File: src/rtl/alu_arbiter_if.sv
// alu_arbiter_if: request, ALU and response signals of the shared-ALU arbiter
interface alu_arbiter_if #(parameter int XLEN = 32);
  logic            req0_valid, req0_ready, req1_valid, req1_ready;
  logic [3:0]      req0_ctrl, req1_ctrl, alu_ctrl;
  logic [XLEN-1:0] req0_a, req0_b, req1_a, req1_b;
  logic [XLEN-1:0] alu_a, alu_b, alu_out, rsp_data;
  logic            rsp_valid, rsp_ready, rsp_id, rsp_zero, rsp_err, busy;
  modport slave (
    input  req0_valid, req0_ctrl, req0_a, req0_b,
    input  req1_valid, req1_ctrl, req1_a, req1_b,
    input  alu_out, rsp_ready,
    output req0_ready, req1_ready, alu_ctrl, alu_a, alu_b,
    output rsp_valid, rsp_id, rsp_data, rsp_zero, rsp_err, busy
  );
  modport master (
    output req0_valid, req0_ctrl, req0_a, req0_b,
    output req1_valid, req1_ctrl, req1_a, req1_b,
    output alu_out, rsp_ready,
    input  req0_ready, req1_ready, alu_ctrl, alu_a, alu_b,
    input  rsp_valid, rsp_id, rsp_data, rsp_zero, rsp_err, busy
  );
endinterface

File: src/rtl/alu_arbiter.sv
// alu_arbiter: shares one combinational ALU between two requesters with valid/ready handshakes
module alu_arbiter #(
  parameter int XLEN  = 32,
  parameter bit RR_EN = 1'b1
) (
  input logic          clk,
  input logic          rst,
  alu_arbiter_if.slave bus
);
  typedef enum logic [1:0] {IDLE, EXEC, RESP} state_t;
  state_t          state_q, state_d;
  logic            last_q, last_d, err_q, err_d, id_q, id_d;
  logic            vld_q, vld_d, zero_q, zero_d, rerr_q, rerr_d;
  logic [3:0]      ctrl_q, ctrl_d;
  logic [XLEN-1:0] a_q, a_d, b_q, b_d, data_q, data_d;
  logic            idle, gnt1;
  logic [3:0]      sel_ctrl;
  assign idle           = state_q == IDLE;
  assign gnt1           = bus.req1_valid & (~bus.req0_valid | (RR_EN & ~last_q));
  assign sel_ctrl       = gnt1 ? bus.req1_ctrl : bus.req0_ctrl;
  assign bus.req0_ready = idle & ~rst & bus.req0_valid & ~gnt1;
  assign bus.req1_ready = idle & ~rst & gnt1;
  assign bus.alu_ctrl   = ctrl_q;
  assign bus.alu_a      = a_q;
  assign bus.alu_b      = b_q;
  assign bus.rsp_valid  = vld_q;
  assign bus.rsp_id     = id_q;
  assign bus.rsp_data   = data_q;
  assign bus.rsp_zero   = zero_q;
  assign bus.rsp_err    = rerr_q;
  assign bus.busy       = ~idle;
  // next state: accept in IDLE, capture the ALU result in EXEC, release on the response handshake
  always_comb begin
    state_d = state_q;
    last_d  = last_q;
    err_d   = err_q;
    id_d    = id_q;
    vld_d   = vld_q;
    zero_d  = zero_q;
    rerr_d  = rerr_q;
    ctrl_d  = ctrl_q;
    a_d     = a_q;
    b_d     = b_q;
    data_d  = data_q;
    if (idle && (bus.req0_valid || bus.req1_valid)) begin
      state_d = EXEC;
      ctrl_d  = sel_ctrl;
      a_d     = gnt1 ? bus.req1_a : bus.req0_a;
      b_d     = gnt1 ? bus.req1_b : bus.req0_b;
      id_d    = gnt1;
      last_d  = gnt1;
      err_d   = !(sel_ctrl inside {4'd0, 4'd1, 4'd2, 4'd6, 4'd7, 4'd12});
    end
    if (state_q == EXEC) begin
      state_d = RESP;
      data_d  = bus.alu_out;
      zero_d  = bus.alu_out == '0;
      rerr_d  = err_q;
      vld_d   = 1'b1;
    end
    if (state_q == RESP && bus.rsp_ready) begin
      state_d = IDLE;
      vld_d   = 1'b0;
    end
  end
  // one register bank; reset discards any operation in flight
  always_ff @(posedge clk) begin
    if (rst) begin
      state_q <= IDLE;
      last_q  <= 1'b1;
      err_q   <= 1'b0;
      id_q    <= 1'b0;
      vld_q   <= 1'b0;
      zero_q  <= 1'b0;
      rerr_q  <= 1'b0;
      ctrl_q  <= '0;
      a_q     <= '0;
      b_q     <= '0;
      data_q  <= '0;
    end else begin
      state_q <= state_d;
      last_q  <= last_d;
      err_q   <= err_d;
      id_q    <= id_d;
      vld_q   <= vld_d;
      zero_q  <= zero_d;
      rerr_q  <= rerr_d;
      ctrl_q  <= ctrl_d;
      a_q     <= a_d;
      b_q     <= b_d;
      data_q  <= data_d;
    end
  end
endmodule
File: src/flat_wrapper.sv
// flat-port wrapper written by rule: the top's interface ports become plain ports
module alu_arbiter_flat 
#(
  parameter int XLEN  = 32,
  parameter bit RR_EN = 1'b1
)
  (clk, rst, bus_req0_valid, bus_req0_ctrl, bus_req0_a, bus_req0_b, bus_req1_valid, bus_req1_ctrl, bus_req1_a, bus_req1_b, bus_alu_out, bus_rsp_ready, bus_req0_ready, bus_req1_ready, bus_alu_ctrl, bus_alu_a, bus_alu_b, bus_rsp_valid, bus_rsp_id, bus_rsp_data, bus_rsp_zero, bus_rsp_err, bus_busy);
  alu_arbiter_if #(.XLEN(XLEN)) bus_i ();
  input logic clk;
  input logic rst;
  input wire logic [$bits(bus_i.req0_valid)-1:0] bus_req0_valid;
  input wire logic [$bits(bus_i.req0_ctrl)-1:0] bus_req0_ctrl;
  input wire logic [$bits(bus_i.req0_a)-1:0] bus_req0_a;
  input wire logic [$bits(bus_i.req0_b)-1:0] bus_req0_b;
  input wire logic [$bits(bus_i.req1_valid)-1:0] bus_req1_valid;
  input wire logic [$bits(bus_i.req1_ctrl)-1:0] bus_req1_ctrl;
  input wire logic [$bits(bus_i.req1_a)-1:0] bus_req1_a;
  input wire logic [$bits(bus_i.req1_b)-1:0] bus_req1_b;
  input wire logic [$bits(bus_i.alu_out)-1:0] bus_alu_out;
  input wire logic [$bits(bus_i.rsp_ready)-1:0] bus_rsp_ready;
  output wire logic [$bits(bus_i.req0_ready)-1:0] bus_req0_ready;
  output wire logic [$bits(bus_i.req1_ready)-1:0] bus_req1_ready;
  output wire logic [$bits(bus_i.alu_ctrl)-1:0] bus_alu_ctrl;
  output wire logic [$bits(bus_i.alu_a)-1:0] bus_alu_a;
  output wire logic [$bits(bus_i.alu_b)-1:0] bus_alu_b;
  output wire logic [$bits(bus_i.rsp_valid)-1:0] bus_rsp_valid;
  output wire logic [$bits(bus_i.rsp_id)-1:0] bus_rsp_id;
  output wire logic [$bits(bus_i.rsp_data)-1:0] bus_rsp_data;
  output wire logic [$bits(bus_i.rsp_zero)-1:0] bus_rsp_zero;
  output wire logic [$bits(bus_i.rsp_err)-1:0] bus_rsp_err;
  output wire logic [$bits(bus_i.busy)-1:0] bus_busy;
  assign bus_i.req0_valid = bus_req0_valid;
  assign bus_i.req0_ctrl = bus_req0_ctrl;
  assign bus_i.req0_a = bus_req0_a;
  assign bus_i.req0_b = bus_req0_b;
  assign bus_i.req1_valid = bus_req1_valid;
  assign bus_i.req1_ctrl = bus_req1_ctrl;
  assign bus_i.req1_a = bus_req1_a;
  assign bus_i.req1_b = bus_req1_b;
  assign bus_i.alu_out = bus_alu_out;
  assign bus_i.rsp_ready = bus_rsp_ready;
  assign bus_req0_ready = bus_i.req0_ready;
  assign bus_req1_ready = bus_i.req1_ready;
  assign bus_alu_ctrl = bus_i.alu_ctrl;
  assign bus_alu_a = bus_i.alu_a;
  assign bus_alu_b = bus_i.alu_b;
  assign bus_rsp_valid = bus_i.rsp_valid;
  assign bus_rsp_id = bus_i.rsp_id;
  assign bus_rsp_data = bus_i.rsp_data;
  assign bus_rsp_zero = bus_i.rsp_zero;
  assign bus_rsp_err = bus_i.rsp_err;
  assign bus_busy = bus_i.busy;
  alu_arbiter #(.XLEN(XLEN), .RR_EN(RR_EN)) u_core (.clk(clk), .rst(rst), .bus(bus_i));
endmodule
File: config.mk
export PLATFORM = sky130hd
export DESIGN_NAME = alu_arbiter_flat
export DESIGN_NICKNAME = d
export VERILOG_FILES = /design/src/rtl/alu_arbiter_if.sv /design/src/rtl/alu_arbiter.sv /design/src/flat_wrapper.sv
export SDC_FILE = /design/constraint.sdc
export NUM_CORES = 1
export LEC_CHECK = 0
export CORE_AREA = 3 3 107 109
export CTS_BUF_LIST = sky130_fd_sc_hd__clkbuf_8
export DETAILED_ROUTE_END_ITERATION = 10
export DIE_AREA = 0 0 110 112
export DONT_BUFFER_PORTS = 1
export GPL_ROUTABILITY_DRIVEN = 0
export HOLD_SLACK_MARGIN = 0.05
export PLACE_DENSITY = 0.68
export REMOVE_ABC_BUFFERS = 1
export SLEW_MARGIN = 40
export SYNTH_ARGS = -nofsm -noshare
export SYNTH_HDL_FRONTEND = slang
export SYNTH_SLANG_ARGS = --single-unit
File: constraint.sdc
create_clock -name clk -period 1.5 [get_ports clk]
set_input_delay 0.15 -clock clk [delete_from_list [all_inputs] [get_ports clk]]
set_output_delay 0.15 -clock clk [all_outputs]
set_load 0.005 [all_outputs]
Word-level counts from Yosys, hierarchy flattened
Index checks and enable logic that the tools add are counted.
{ "classes": {"eq_ne": 7, "mux": 5, "bitwise_logic": 11, "n_reduce_logical": 11} }
{ "ops": {"columns": ["operator", "n"], "rows": [
  ["$mux W32", 2],
  ["$logic_not A32 Y1", 1],
  ["$eq A4 B3 Y1 const B", 2],
  ["$reduce_bool A6 Y1", 1],
  ["$and A1 B1 Y1", 5],
  ["$not A1 Y1", 5],
  ["$eq A4 B1 Y1 const B", 1],
  ["$eq A4 B2 Y1 const B", 1],
  ["$eq A4 B4 Y1 const B", 1],
  ["$logic_not A4 Y1", 1],
  ["$mux W2", 2],
  ["$mux W4", 1],
  ["$reduce_or A3 Y1", 1],
  ["$eq A2 B1 Y1 const B", 1],
  ["$eq A2 B2 Y1 const B", 1],
  ["$logic_and A1 B1 Y1", 2],
  ["$logic_not A2 Y1", 1],
  ["$reduce_bool A2 Y1", 1],
  ["$reduce_or A2 Y1", 1],
  ["$logic_not A1 Y1", 1],
  ["$logic_or A1 B1 Y1", 1],
  ["$or A1 B1 Y1", 1]
]} }
{ "totals": {"reg_bits": 108, "word_cells": 46} }

Depth between registers and ports, before layout
Gate-level depths: netlist (run 1).
{ "logic_depth": {"ltp_word": 7, "ltp_mapped": 6, "mapped_depth_nobuf": 4} }

Least setup slack after synthesis (run 1)
Ideal clock, no wire load.
{ "synth_path": {"path_type": "reg2reg", "startpoint": "register u_core.state_q[1]", "endpoint": "register u_core.b_q[10] (netlist: u_core.bus.alu_b[10])", "setup_ps": 146, "arrival_time_ps": 1129, "slack_ps": 225, "path_stages_with_launch": 6, "path_cell_list": "dfxtp_1 > nor2_4 > o21a_2 > buf_2 > buf_4 > a211oi_2"} }
{ "synth_via": {"elab_chain_len": 2} }
{ "synth_rtl": {"columns": ["element", "line_no", "source"], "rows": [
  ["from (decl)", "alu_arbiter.sv:11", "state_t state_q, state_d;"],
  ["from (signal assigned)", "alu_arbiter.sv:81", "state_q <= state_d;"],
  ["$logic_not A2 Y1", "alu_arbiter.sv:18", "assign idle = state_q == IDLE;"],
  ["$logic_and A1 B1 Y1", "alu_arbiter.sv:45", "if (idle && (bus.req0_valid || bus.req1_valid)) begin"],
  ["to (signal assigned)", "alu_arbiter.sv:78", "b_q <= '0;"],
  ["to (signal assigned)", "alu_arbiter.sv:90", "b_q <= b_d;"],
  ["to (decl)", "alu_arbiter.sv:15", "logic [XLEN-1:0] a_q, a_d, b_q, b_d, data_q, data_d;"]
]} }
No other way between the ends.
A chain may end at the register's enable or synchronous reset.

Worst setup path after layout (run 1)
{ "layout_path": {"startpoint": "register u_core.last_q", "endpoint": "register u_core.err_q"} }
{ "layout_via": {"elab_chain_len": 7, "word_cells_on_any_way": 12, "cone_classes": "5 x eq/ne; 1 x mux; 3 x bitwise; 3 x reduce/logical"} }
{ "layout_rtl": {"columns": ["element", "line_no", "source"], "rows": [
  ["from (decl)", "alu_arbiter.sv:12", "logic last_q, last_d, err_q, err_d, id_q, id_d;"],
  ["from (signal assigned)", "alu_arbiter.sv:82", "last_q <= last_d;"],
  ["$not A1 Y1 (*)", "alu_arbiter.sv:19", "assign gnt1 = bus.req1_valid & (~bus.req0_valid | (RR_EN & ~last_q));"],
  ["$or A1 B1 Y1 (*)", "alu_arbiter.sv:19", null],
  ["$and A1 B1 Y1 (*)", "alu_arbiter.sv:19", null],
  ["$mux W4 (*)", "alu_arbiter.sv:20", "assign sel_ctrl = gnt1 ? bus.req1_ctrl : bus.req0_ctrl;"],
  ["$eq A4 B1 Y1 (tied with other cells)", "alu_arbiter.sv:52", "err_d = !(sel_ctrl inside {4'd0, 4'd1, 4'd2, 4'd6, 4'd7, 4'd12});"],
  ["$reduce_bool A6 Y1 (*)", "alu_arbiter.sv:52", null],
  ["$logic_not A1 Y1 (*)", "alu_arbiter.sv:52", null],
  ["to (signal assigned)", "alu_arbiter.sv:83", "err_q <= err_d;"],
  ["to (decl)", "alu_arbiter.sv:12", null]
]} }
Every way passes the cells marked *; elsewhere a longest branch is shown, timed or not.

==> flow_summary.json, run 1 <==
{
  "run_status": "complete, but fails checks",
  "violations": "negative hold slack",
  "setup_violations": 0,
  "fmax_ghz": 0.687,
  "worstPathCellList": "a21boi_4 -> buf_4 -> bufbuf_16 -> a211o_1 -> a311oi_2",
  "drc": 0,
  "dieHeight_um": 112,
  "layout_commonest_cell": "dfxtp_1",
  "ys_seq_elements": 108,
  "period_needed_ns": 1.45,
  "cts_tree": "built",
  "h-tree-depth": 3,
  "initial_utilization_pct": 48.1,
  "vias_per_cell": 5.66,
  "maxSlewHeadroom_pct": 74.3,
  "cp_max_fo": 16,
  "synth_area_um2": 5140,
  "hold_class": "input pin to flip-flop",
  "insertion_delay_ns": 0.36,
  "cts_buffer_depth": 2,
  "antenna_found_initial": 1,
  "nNetsFinal": 677,
  "grt_use_total_pct": 20.2,
  "area_growth_pct": 11.5,
  "ant_nets": 0,
  "vdd_drop_max_uv": 744,
  "power_leakage_nw": 2.03,
  "first_pass_iters": 4,
  "start_kind": "flip-flop",
  "cts_hold_buf": 5,
  "clk_pin_slew_ns": 0.10,
  "mostFrequentLayoutCells": "106 x dfxtp_1, 70 x nand2_1, 61 x nor2_2, 61 x a211oi_2, 59 x mux2i_1",
  "max_cap_viol_count": 0,
  "whs_ns": -0.154,
  "synth-edff-count": 0,
  "slowest_delay_ns": 0.39,
  "end_kind": "flip-flop",
  "worstPathRequired_ns": 1.77,
  "grt_pass1_vias": 3891,
  "seq_area_frac_synth_pct": 42.1,
  "crit_buf_inv": 2,
  "cts_buffers": 9,
  "core_um2": 10700,
  "drt_iter0_drc": 196,
  "grt_pass1_wl_um": 19500,
  "finalNonFillerCells": 649,
  "period_share_pct": 97.0,
  "grt_max_degree": 109,
  "ios": 280,
  "synthArstFlopShare_pct": 0,
  "critPathTopFamily": "compound AO/OA/AOI/OAI gates",
  "worstMarginPinSlew_ns": 0.382,
  "rsz0062_at_grt": "yes",
  "dp_worst_setup_slack_ns": 0.0618,
  "post_dp_cell_area_um2": 5230,
  "fin_util_pct": 53.6,
  "fin_ws_ns": 0.0451,
  "critical_path_class": "flip-flop to flip-flop",
  "cp.arrival_ns": 1.73,
  "place_inst": 623,
  "ys_warn_count": 0,
  "wl_per_cell_um": 20.3,
  "avgSynthCellArea_um2": 10.2,
  "layout-drive-gt1-share_pct": 37.1,
  "cts_num_sinks": 108,
  "grt.overflow.total": 0,
  "routed_wl_um": 13200,
  "hold_viol_final": 83,
  "fp.dieW_um": 110,
  "dp_hpwl_um": 9620,
  "synthFlopType": "dfxtp_1",
  "ys_types": 32,
  "slowest_stage": "dfxtp_2",
  "diodes": 0,
  "syn_inst": 503,
  "rows": 38,
  "p_per_area_nw_per_um2": 1240,
  "fin_worst_skew_ns": 0.00853,
  "die_area_um2": 12300,
  "port_buffers": 0,
  "final_cell_area_um2": 5730,
  "slew_viol_final": 0,
  "dr_total_vias": 3673,
  "root_buffer": "clkbuf_8"
}
synth_stat cells, types with 3 or more instances:
master    count  area [um2]
dfxtp_1     108        2160
nand2_1      70         263
mux2i_1      68         681
a211oi_2     60         751
nor2_2       60         375
a21oi_1      36         180
nor2_1       15        56.3
buf_2        12        60.1
a211oi_1     11        82.6
buf_6         9         101
clkbuf_1      8        30.0
nor4_1        7        43.8
buf_12        6         120
buf_4         5        37.5
a31o_2        3        26.3
inv_1         3        11.3
nor3_1        3        15.0
cells by family after synthesis:
logic type / synth area share [%]
and+or+nand+nor: 15.7
muxes: 13.5
DFF: 42.1
buffers and inverters: 7.45
AOI/OAI and AO/OA: 21.3
final cells by class:
type | count | area, um2
well taps | 140 | 175
flip-flops and latches | 108 | 2160
inverters | 3 | 11.3
multi-input cells | 349 | 2680
fillers | 935 | 4960
repair buffers | 33 | 448
clock inverters | 5 | 106
clock buffers | 11 | 151
state kept, by name, indices dropped and copies added, names as in the netlist:
signal	flops
u_core.last_q	1
u_core.err_q	1
u_core.bus.rsp_err	1
u_core.bus.rsp_zero	1
u_core.bus.rsp_id	1
u_core.state_q	2
u_core.bus.rsp_data	32
u_core.bus.rsp_valid	1
u_core.bus.alu_b	32
u_core.bus.alu_ctrl	4
u_core.bus.alu_a	32
through the flow:
stage / total power [mW] / TNS (ns)
3_5_place_dp: 4.91 / 0
4_1_cts: 7.15 / -0.00376
2_1_floorplan: 4.56 / -183.37
3_3_place_gp: 4.84 / 0
5_1_grt: 7.48 / -0.0498
6_report: 7.14 / 0
metal layers:
metal / part of all wire [%] / GRT usage (%) / wire length [um] / vias to the layer above
li1: - / - / - / 1770
met1: 35 / 20.6 / 4650 / 1693
met2: 50 / 35.6 / 6580 / 188
met3: 13 / 9.80 / 1690 / 20
met4: 1.7 / 6.48 / 226 / 2
met5: 0.099 / 0 / 13 / -
worst register-to-register path, cell delays in order, from the launching register on:
cell and delay [ns]:
dfxtp_2 0.39, a21boi_4 0.08, buf_4 0.14, bufbuf_16 0.29, a211o_1 0.25, a311oi_2 0.23
where the power goes:
group	switching, mW	internal [mW]
combinational	0.744	0.713
sequential	0.302	3.18
clock	0.989	1.21
total	2.03	5.10
worst paths after layout:
check           startpoint                      end  slack, ns  cells past startpoint
max          u_core.last_q             u_core.err_q       0.05                      5
min                    rst  u_core.bus.rsp_data[19]      -0.15                      1
max reg2reg  u_core.last_q             u_core.err_q       0.05                      5
min reg2reg   u_core.err_q       u_core.bus.rsp_err       0.47                      2
repair_timing:
action | CTS | global route
setup endpoints to repair | 2 | 31
gates resized for setup | 2 | 23
pin swaps | 1 | 2
endpoints found under the hold margin | 108 | 103
cloned | 1 | 1
buffers inserted | 2 | 1
Power figures use the tool's default switching activity.
==> run 2, diff against run 1 <==
Settings changed: CAP_MARGIN set to 5.
==> results of run 2 <==
The final DEF is identical to that of run 1; final timing and power are the same.
==> run 3, diff against run 2 <==
Settings changed: CAP_MARGIN 5 to not set, CORE_AREA 3 3 107 109 to not set, CORE_MARGIN set to 8, CORE_UTILIZATION set to 55, DIE_AREA 0 0 110 112 to not set, PLACE_DENSITY 0.68 to 0.75.
==> flow_summary.json, run 3 (synthesized netlist as in run 1, its figures left out) <==
{
  "run_status": "complete, but fails checks",
  "violations": "negative hold slack",
  "min-delay-start": "rst",
  "route.met2.wl_um": 7380,
  "root_buffer": "clkbuf_8",
  "cts_buffer_depth": 2,
  "h-tree-depth": 3,
  "routed.top_layer": "met4",
  "grt.overflow.total": 0,
  "layout_commonest_cell": "dfxtp_1",
  "drc": 0,
  "setup_violations": 0,
  "period_needed_ns": 1.44,
  "cp.arrival_ns": 1.29,
  "worstMarginPinSlew_ns": 0.468,
  "first_pass_iters": 4,
  "routed_wl_um": 14400,
  "vias_per_cell": 6.03,
  "routed-wl-met3_um": 1890,
  "wl_per_cell_um": 23.2,
  "mostFrequentLayoutCells": "106 x dfxtp_1, 70 x nand2_1, 67 x mux2i_1",
  "power.total_mw": 6.62,
  "max_cap_viol_count": 0,
  "power_leakage_nw": 1.98,
  "port_buffers": 0,
  "fmax_ghz": 0.696,
  "grt_max_degree": 109,
  "drt_iter0_drc": 168,
  "cts_buffers": 9,
  "fin_worst_skew_ns": 0.0123,
  "slowest_stage": "dfxtp_1",
  "slowest_delay_ns": 0.36,
  "fin_util_pct": 60.6,
  "setup_tns_ns": 0,
  "hold_viol_final": 102,
  "holdPathStages": 1,
  "grt_pass1_vias": 3702,
  "clk_pin_slew_ns": 0.10,
  "whs_ns": -0.151,
  "area_growth_pct": 7.93,
  "cp-startpoint": "u_core.last_q",
  "place_inst": 585,
  "dieHeight_um": 113,
  "insertion_delay_ns": 0.36,
  "reg2reg_from": "u_core.last_q",
  "rr_worst_depth": 6,
  "period_share_pct": 95.7,
  "r2r_slack_ns": 0.07,
  "grt_pass1_wl_um": 20900,
  "antenna_found_initial": 0,
  "reg2reg_to": "u_core.bus.alu_a[15]",
  "core_um2": 9150,
  "vdd_drop_max_uv": 651,
  "dp_hpwl_um": 10600,
  "dr_total_vias": 3726,
  "slew_viol_final": 0,
  "layout-drive-gt1-share_pct": 34.3,
  "fin_ws_ns": 0.0642,
  "post_dp_cell_area_um2": 5120,
  "cts_num_sinks": 108,
  "cts_tree": "built",
  "dp_worst_setup_slack_ns": 0.0447,
  "end_kind": "output port",
  "rows": 35,
  "finalNonFillerCells": 618,
  "fp.dieW_um": 113,
  "worstPathRequired_ns": 1.35,
  "final_cell_area_um2": 5550,
  "initial_utilization_pct": 56.2,
  "critical_path_class": "flip-flop to output port",
  "hold_end": "u_core.bus.rsp_data[21]",
  "worstPathCellList": "a21boi_4 -> buf_4 -> buf_6 -> and2_1",
  "ant_nets": 0,
  "drt-met1-wl_um": 5000,
  "die_area_um2": 12700,
  "maxSlewHeadroom_pct": 68.8,
  "p_per_area_nw_per_um2": 1190,
  "nNetsFinal": 676,
  "ios": 280,
  "start_kind": "flip-flop",
  "grt_use_total_pct": 20.5,
  "cp_max_fo": 3,
  "hold_class": "input pin to flip-flop",
  "diodes": 0
}
## run 3: routing by layer
metal | global-route usage, % | vias to the layer above
li1 | - | 1775
met1 | 20.4 | 1746
met2 | 36.6 | 195
met3 | 11.6 | 10
met4 | 4.14 | 0
met5 | 0 | -
## run 3: area by class of cell
cell class,instances,area (um2)
Fill cell,778,3600
Multi-Input combinational cell,350,2640
Sequential cell,108,2160
Timing Repair Buffer,31,410
Clock buffer,11,151
Tap cell,111,139
Clock inverter,4,33.8
Inverter,3,11.3
## run 3: worst max path at each step
stage | endpoint | slack, ns | cells past startpoint
final | bus_req1_ready | 0.06 | 4
after floorplan | u_core.bus.alu_a[0] | -2.35 | 3
after detailed placement | u_core.bus.alu_b[9] | 0.04 | 5
after CTS | u_core.bus.alu_a[8] | -0.02 | 4
after global routing | u_core.bus.alu_b[11] | -0.007 | 6
after global placement | u_core.bus.alu_a[30] | 0.08 | 4
## run 3: report_power, final
part           internal, mW  switching (mW)
logic                 0.690           0.736
registers              3.18           0.327
clock network         0.700           0.980
## run 3: timing repair
item	in CTS	in global routing
cloned	1	3
resized for setup	0	10
pin swaps	0	4
buffers inserted	0	8
setup endpoints to repair	1	42
endpoints found under the hold margin	108	103
hold buffers	5	1
## run 3: worst max-delay path: cells and delay by family, from the launching register on
family                 cells  cell delay [ns]
flip-flops                 1             0.36
buffers and inverters      2             0.23
AND/OR/NAND/NOR            1             0.18
AO/OA/AOI/OAI              1             0.17
